**config.mk**
```make
export PLATFORM = sky130hd
export DESIGN_NAME = ringosc_freq_meter_flat
export DESIGN_NICKNAME = d
export VERILOG_FILES = /design/src/rtl/ringosc_freq_meter_if.sv /design/src/rtl/ringosc_freq_meter.sv /design/src/flat_wrapper.sv
export SDC_FILE = /design/constraint.sdc
export NUM_CORES = 1
export LEC_CHECK = 0
export BUFFER_PORTS_ARGS = -buffer_cell sky130_fd_sc_hd__buf_2
export CAP_MARGIN = 10
export CORE_UTILIZATION = 30
export CTS_BUF_LIST = sky130_fd_sc_hd__clkbuf_8
export DETAILED_ROUTE_END_ITERATION = 6
export HOLD_SLACK_MARGIN = 0.15
export SETUP_SLACK_MARGIN = 0.05
export SYNTH_ARGS = -nofsm -noshare
export SYNTH_HDL_FRONTEND = slang
export SYNTH_SLANG_ARGS = --single-unit
```
**constraint.sdc**
```tcl
create_clock -name clk -period 5.2 [get_ports clk]
set_clock_uncertainty 0.1 [all_clocks]
set_input_delay 0.26 -clock clk [delete_from_list [all_inputs] [get_ports clk]]
set_output_delay 0.26 -clock clk [all_outputs]
set_load 0.02 [all_outputs]
```
**src/rtl/ringosc_freq_meter_if.sv**
```systemverilog
// Measurement bus of the ring-oscillator frequency meter: signal under test,
// run control and per-window results.
interface ringosc_freq_meter_if #(
  parameter int CNT_W = 32
);
  logic             sig_in;
  logic             enable;
  logic             clear_max;
  logic [CNT_W-1:0] freq_count;
  logic             freq_valid;
  logic [CNT_W-1:0] count_max;
  logic             overflow;
  logic             busy;

  modport master (
    output sig_in, enable, clear_max,
    input  freq_count, freq_valid, count_max, overflow, busy
  );

  modport slave (
    input  sig_in, enable, clear_max,
    output freq_count, freq_valid, count_max, overflow, busy
  );
endinterface

```
**src/rtl/ringosc_freq_meter.sv**
```systemverilog
// Counts synchronised rising edges of sig_in over back-to-back GATE_CYCLES windows,
// publishing each window's count with a valid pulse and tracking the peak count.
module ringosc_freq_meter #(
  parameter logic [31:0] GATE_CYCLES = 32'd50000000,
  parameter int          CNT_W       = 32,
  parameter int          SYNC_STAGES = 2
) (
  input logic                 clk,
  input logic                 rst_n,
  ringosc_freq_meter_if.slave mif
);

  typedef enum logic {IDLE, GATE} state_t;

  localparam logic [31:0]      GATE_LAST = GATE_CYCLES - 32'd1;
  localparam logic [CNT_W-1:0] CNT_MAX   = '1;
  localparam logic [CNT_W-1:0] CNT_ONE   = 1;

  state_t                 state, state_nxt;
  logic [SYNC_STAGES-1:0] sync;
  logic                   sync_d;
  logic                   edge_pulse;
  logic [31:0]            gate_cnt;
  logic [CNT_W-1:0]       edge_cnt;
  logic                   sat;
  logic [CNT_W-1:0]       fc_q;
  logic [CNT_W-1:0]       cm_q;
  logic                   vld_q;
  logic                   ov_q;

  logic                   last_cycle;
  logic                   at_max;
  logic                   win_start;
  logic [CNT_W-1:0]       cnt_next;
  logic                   sat_next;

  always_ff @(posedge clk or negedge rst_n) begin
    if (!rst_n) begin
      sync       <= '0;
      sync_d     <= 1'b0;
      edge_pulse <= 1'b0;
    end else begin
      sync       <= {sync[SYNC_STAGES-2:0], mif.sig_in};
      sync_d     <= sync[SYNC_STAGES-1];
      edge_pulse <= sync[SYNC_STAGES-1] & ~sync_d;
    end
  end

  // The closing count folds in a pulse landing on the last gate cycle, so a
  // restart in the same cycle neither drops nor double-counts it.
  assign last_cycle = (state == GATE) && (gate_cnt == GATE_LAST);
  assign at_max     = (edge_cnt == CNT_MAX);
  assign cnt_next   = (edge_pulse && !at_max) ? edge_cnt + CNT_ONE : edge_cnt;
  assign sat_next   = sat | (edge_pulse & at_max);
  assign win_start  = mif.enable && ((state == IDLE) || last_cycle);

  always_comb begin
    state_nxt = state;
    case (state)
      IDLE:    if (mif.enable)  state_nxt = GATE;
      GATE:    if (!mif.enable) state_nxt = IDLE;
      default: state_nxt = IDLE;
    endcase
  end

  always_ff @(posedge clk or negedge rst_n) begin
    if (!rst_n) state <= IDLE;
    else        state <= state_nxt;
  end

  always_ff @(posedge clk or negedge rst_n) begin
    if (!rst_n) begin
      gate_cnt <= '0;
      edge_cnt <= '0;
      sat      <= 1'b0;
    end else if (win_start) begin
      gate_cnt <= '0;
      edge_cnt <= '0;
      sat      <= 1'b0;
    end else if (state == GATE) begin
      gate_cnt <= gate_cnt + 32'd1;
      edge_cnt <= cnt_next;
      sat      <= sat_next;
    end
  end

  // A clear landing on the valid cycle keeps that window's count, matching a
  // clear that coincides with the update edge itself.
  always_ff @(posedge clk or negedge rst_n) begin
    if (!rst_n) begin
      fc_q  <= '0;
      cm_q  <= '0;
      vld_q <= 1'b0;
      ov_q  <= 1'b0;
    end else begin
      vld_q <= last_cycle;
      if (last_cycle) begin
        fc_q <= cnt_next;
        ov_q <= sat_next;
        if (mif.clear_max || (cnt_next > cm_q)) cm_q <= cnt_next;
      end else if (mif.clear_max) begin
        cm_q <= vld_q ? fc_q : '0;
      end
    end
  end

  assign mif.freq_count = fc_q;
  assign mif.freq_valid = vld_q;
  assign mif.count_max  = cm_q;
  assign mif.overflow   = ov_q;
  assign mif.busy       = (state == GATE);

endmodule

```
**src/flat_wrapper.sv**
```systemverilog
// flat-port wrapper written by rule: the top's interface ports become plain ports
module ringosc_freq_meter_flat 
#(
  parameter logic [31:0] GATE_CYCLES = 32'd50000000,
  parameter int          CNT_W       = 32,
  parameter int          SYNC_STAGES = 2
)
  (clk, rst_n, mif_sig_in, mif_enable, mif_clear_max, mif_freq_count, mif_freq_valid, mif_count_max, mif_overflow, mif_busy);
  ringosc_freq_meter_if #(.CNT_W(CNT_W)) mif_i ();
  input logic clk;
  input logic rst_n;
  input wire logic [$bits(mif_i.sig_in)-1:0] mif_sig_in;
  input wire logic [$bits(mif_i.enable)-1:0] mif_enable;
  input wire logic [$bits(mif_i.clear_max)-1:0] mif_clear_max;
  output wire logic [$bits(mif_i.freq_count)-1:0] mif_freq_count;
  output wire logic [$bits(mif_i.freq_valid)-1:0] mif_freq_valid;
  output wire logic [$bits(mif_i.count_max)-1:0] mif_count_max;
  output wire logic [$bits(mif_i.overflow)-1:0] mif_overflow;
  output wire logic [$bits(mif_i.busy)-1:0] mif_busy;
  assign mif_i.sig_in = mif_sig_in;
  assign mif_i.enable = mif_enable;
  assign mif_i.clear_max = mif_clear_max;
  assign mif_freq_count = mif_i.freq_count;
  assign mif_freq_valid = mif_i.freq_valid;
  assign mif_count_max = mif_i.count_max;
  assign mif_overflow = mif_i.overflow;
  assign mif_busy = mif_i.busy;
  ringosc_freq_meter #(.GATE_CYCLES(GATE_CYCLES), .CNT_W(CNT_W), .SYNC_STAGES(SYNC_STAGES)) u_core (.clk(clk), .rst_n(rst_n), .mif(mif_i));
endmodule
```
==> flow_summary.ini <==
[clocking]
clock_latency_ns = 0.45
cts_tree = built
cts_resized = 0
clkTransAtPathRegs_ns = 0.08
numCtsBuffers = 17
root_buffer = clkbuf_8
cts_setup_buffers = 0
cts_buffer_depth = 2
cts_num_sinks = 136
htreeDepth = 4

[logic_synthesis]
synth_cells = 803
synth-edff-count = 0
ys_ff_latch = 136
synth_xor_xnor_area_share_pct = 6.18
synth_top_area_share_pct = 46.2
synthMuxAreaShare_pct = 5.46
async_flop_share_pct = 100
synth_top_cell_by_area = dfrtp_1
synth_top_family_by_area = simple AND/OR/NAND/NOR gates
syn_nets = 842
synth_warnings = 0
synth_most_common_cell = nand2_1
ys_types = 50
syn_avg_cell_area_sq_um = 9.18
synth_compound_area_share_pct = 12.0
yosys-top-cells-area = dfrtp_1, nand2_1, ha_1
synth-simple-area-share_pct = 19.7
syn_area_sq_mm = 0.00737
yosys_most_used_dff = dfrtp_1
ys_seq_area_share_pct = 46.2
yosys-top-cells-count = nand2_1, dfrtp_1, o21ai_0
yosys.area_share.adder_pct = 5.77

[finish]
nets = 921
num_antenna_cells = 0
final_util_pct = 35.7
syn_to_final_growth_pct = 17.2
layout-drive-gt1-share_pct = 16.5
fillers = 2440

[global_routing]
grt_busiest_layer = met2
met3_usage_pct = 2.85
grt_overflow = 0
grt_use_met2_pct = 24.6
track_usage_pct = 15.3
antenna_found_initial = 0
gr-usage-met1_pct = 21.0
grt_pass1_vias = 5688
grt_pass1_wl_um = 30700
grt_start_max_net_pins = 97

[pwr]
pwr-share-clk_pct = 43.9
switchingPower_uw = 554
powerDensity_mw_per_mm2 = 257
combPwrFrac_pct = 6.5
p_sw_share_pct = 25.0
internal_power_mw = 1.66
p_seq_share_pct = 49.5
total_power_mw = 2.22
peakVddDrop_uv = 105
p_leak_nw = 4.15

[floorplan]
die_height_um = 159
core_sq_mm = 0.0242
rows = 57
start_util_pct = 30.5
io_pins = 72
die_x_um = 159
die_area_sq_mm = 0.0252

[routing]
ant_nets = 0
first_pass_iters = 5
vias = 5996
drt_iter0_markers = 466
post_drt_wl_per_cell_um = 15.3
viasPerCell = 4.92
drc = 0
routed_wl_um = 18700

[worst_setup_path]
crit_path_end_kind = flop
cp.arrival_ns = 5.08
critPathMaxFanout = 11
crit_type = reg -> reg
cp-start-kind = flop
required_ns = 5.43

[placement]
globalplace.congestion = 0.854
portBuffers = 71
hpwl_um = 13300

[timing]
min_period_over_period_pct = 93.3
worst_pin_slew_ns = 0.992
period_needed_ns = 4.85
setup_viol = 0
clock.fmax_ghz = 0.206
hold_viol = 0
drv_slew = 0
relSlewSlack_pct = 33.6
fin_tns_setup_ns = 0
grt_setup_unrepaired = no

[run]
maxCapViolCount = 0

[status]
outcome = finished, final reports clean

[worst_hold_path]
min_path_type = reg -> reg
[routing by layer]
layer / vias up / routed length, um
li1: 2940 / -
met1: 2904 / 9060
met2: 138 / 8630
met3: 14 / 818
met4: 0 / 199
met5: - / 0
[power groups by stage]
stage	sequential, mW	combinational [mW]	clock (mW)
6_report	1.10	0.145	0.974
5_1_grt	1.10	0.166	1.03
4_1_cts	1.10	0.148	0.999
3_5_place_dp	1.12	0.145	0
3_3_place_gp	1.12	0.143	0
2_1_floorplan	1.11	0.0858	0
[cell type report]
class                           instances  area (sq um)  share of cell area, %
Clock buffer                           18           248                   2.87
Clock inverter                         14           194                   2.24
Inverter                               54           203                   2.35
Multi-Input combinational cell        579          3650                   42.2
Sequential cell                       136          3400                   39.4
Tap cell                              324           405                   4.69
Timing Repair Buffer                   94           542                   6.27
[worst paths after layout]
check	cells after the start	slack, ns	endpoint	from
setup / recovery	14	0.35	u_core.mif.count_max[31]$_DFFE_PN0P_	u_core.edge_cnt[9]$_DFFE_PN0P_
setup reg to reg	14	0.35	u_core.mif.count_max[31]$_DFFE_PN0P_	u_core.edge_cnt[9]$_DFFE_PN0P_
max in group asynchronous	3	3.54	u_core.gate_cnt[11]$_DFFE_PN0P_	rst_n
hold / removal	0	0.28	u_core.sync[1]$_DFF_PN0_	u_core.sync[0]$_DFF_PN0_
hold reg to reg	0	0.28	u_core.sync[1]$_DFF_PN0_	u_core.sync[0]$_DFF_PN0_
min in group asynchronous	2	0.38	u_core.mif.freq_count[13]$_DFFE_PN0P_	rst_n
[layout by cell type (no fill, tap or decap), types with 3 or more instances in the layout]
cell	netlist	routed
and3_1	10	10
a21o_1	5	5
nor2_1	60	59
dlygate4sd3_1	0	3
nor4b_1	3	3
mux2i_1	20	20
o31ai_1	5	5
xnor2_1	25	25
clkbuf_8	0	18
nor4_1	9	8
or2_2	3	3
buf_2	2	70
xor2_1	27	27
o2111ai_1	3	3
nor3_1	10	10
bufinv_16	0	4
o21ai_0	63	63
buf_4	0	20
and4_1	6	6
nand3_1	26	26
or3_1	6	6
dfrtp_1	136	136
inv_6	0	4
a21oi_1	29	29
nand2_1	143	143
a31oi_1	5	4
nand4_1	26	26
a22o_1	6	6
ha_1	34	34
a22oi_1	14	14
and2_1	3	3
inv_1	53	54
mux2_4	12	12
[critical path: stages, from the launching register on]
cell     delay [ns]
dfrtp_1        0.44
and4_1         0.34
nand4_1        0.34
o211a_1        0.45
and3_1         0.24
xnor2_1        0.32
inv_1          0.10
ha_1           0.33
nand4_1        0.22
nor4_1         0.60
a31oi_2        0.23
a21o_1         0.24
a31oi_4        0.17
buf_4          0.27
mux2_1         0.35
[logic make-up (layout without fill, tap and decap cells)]
logic type	count (synthesis)	after routing
compound gates	145	145
xor+xnor	52	52
fa+ha+maj	34	34
buf+inv	88	180
flops	136	136
mux	34	34
simple gates	314	314
[what timing repair did]
item                                    CTS  global route
hold buffers                              3             0
endpoints found under the setup margin    0             0
hold endpoints to repair                 97             0
[registers in the layout, summed over array words and instances, names as in the netlist]
signal and count:
u_core.edge_cnt 32, u_core.gate_cnt 32, u_core.mif.count_max 32, u_core.mif.freq_count 32
u_core.sync 2, u_core.edge_pulse 1, u_core.mif.busy 1, u_core.mif.freq_valid 1
u_core.mif.overflow 1, u_core.sat 1, u_core.sync_d 1
[metrics by stage]
stage	cells	cell area, sq um	setup WS [ns]	hold slack, ns
3_3_place_gp	1184	8170	0.582	0.236
3_5_place_dp	1184	8170	0.491	0.246
2_1_floorplan	803	7370	1.10	-0.136
5_1_grt	1219	8640	0.120	0.292
6_report	1219	8640	0.348	0.277
4_1_cts	1219	8640	0.476	0.277
(Power assumes the default switching activity.)
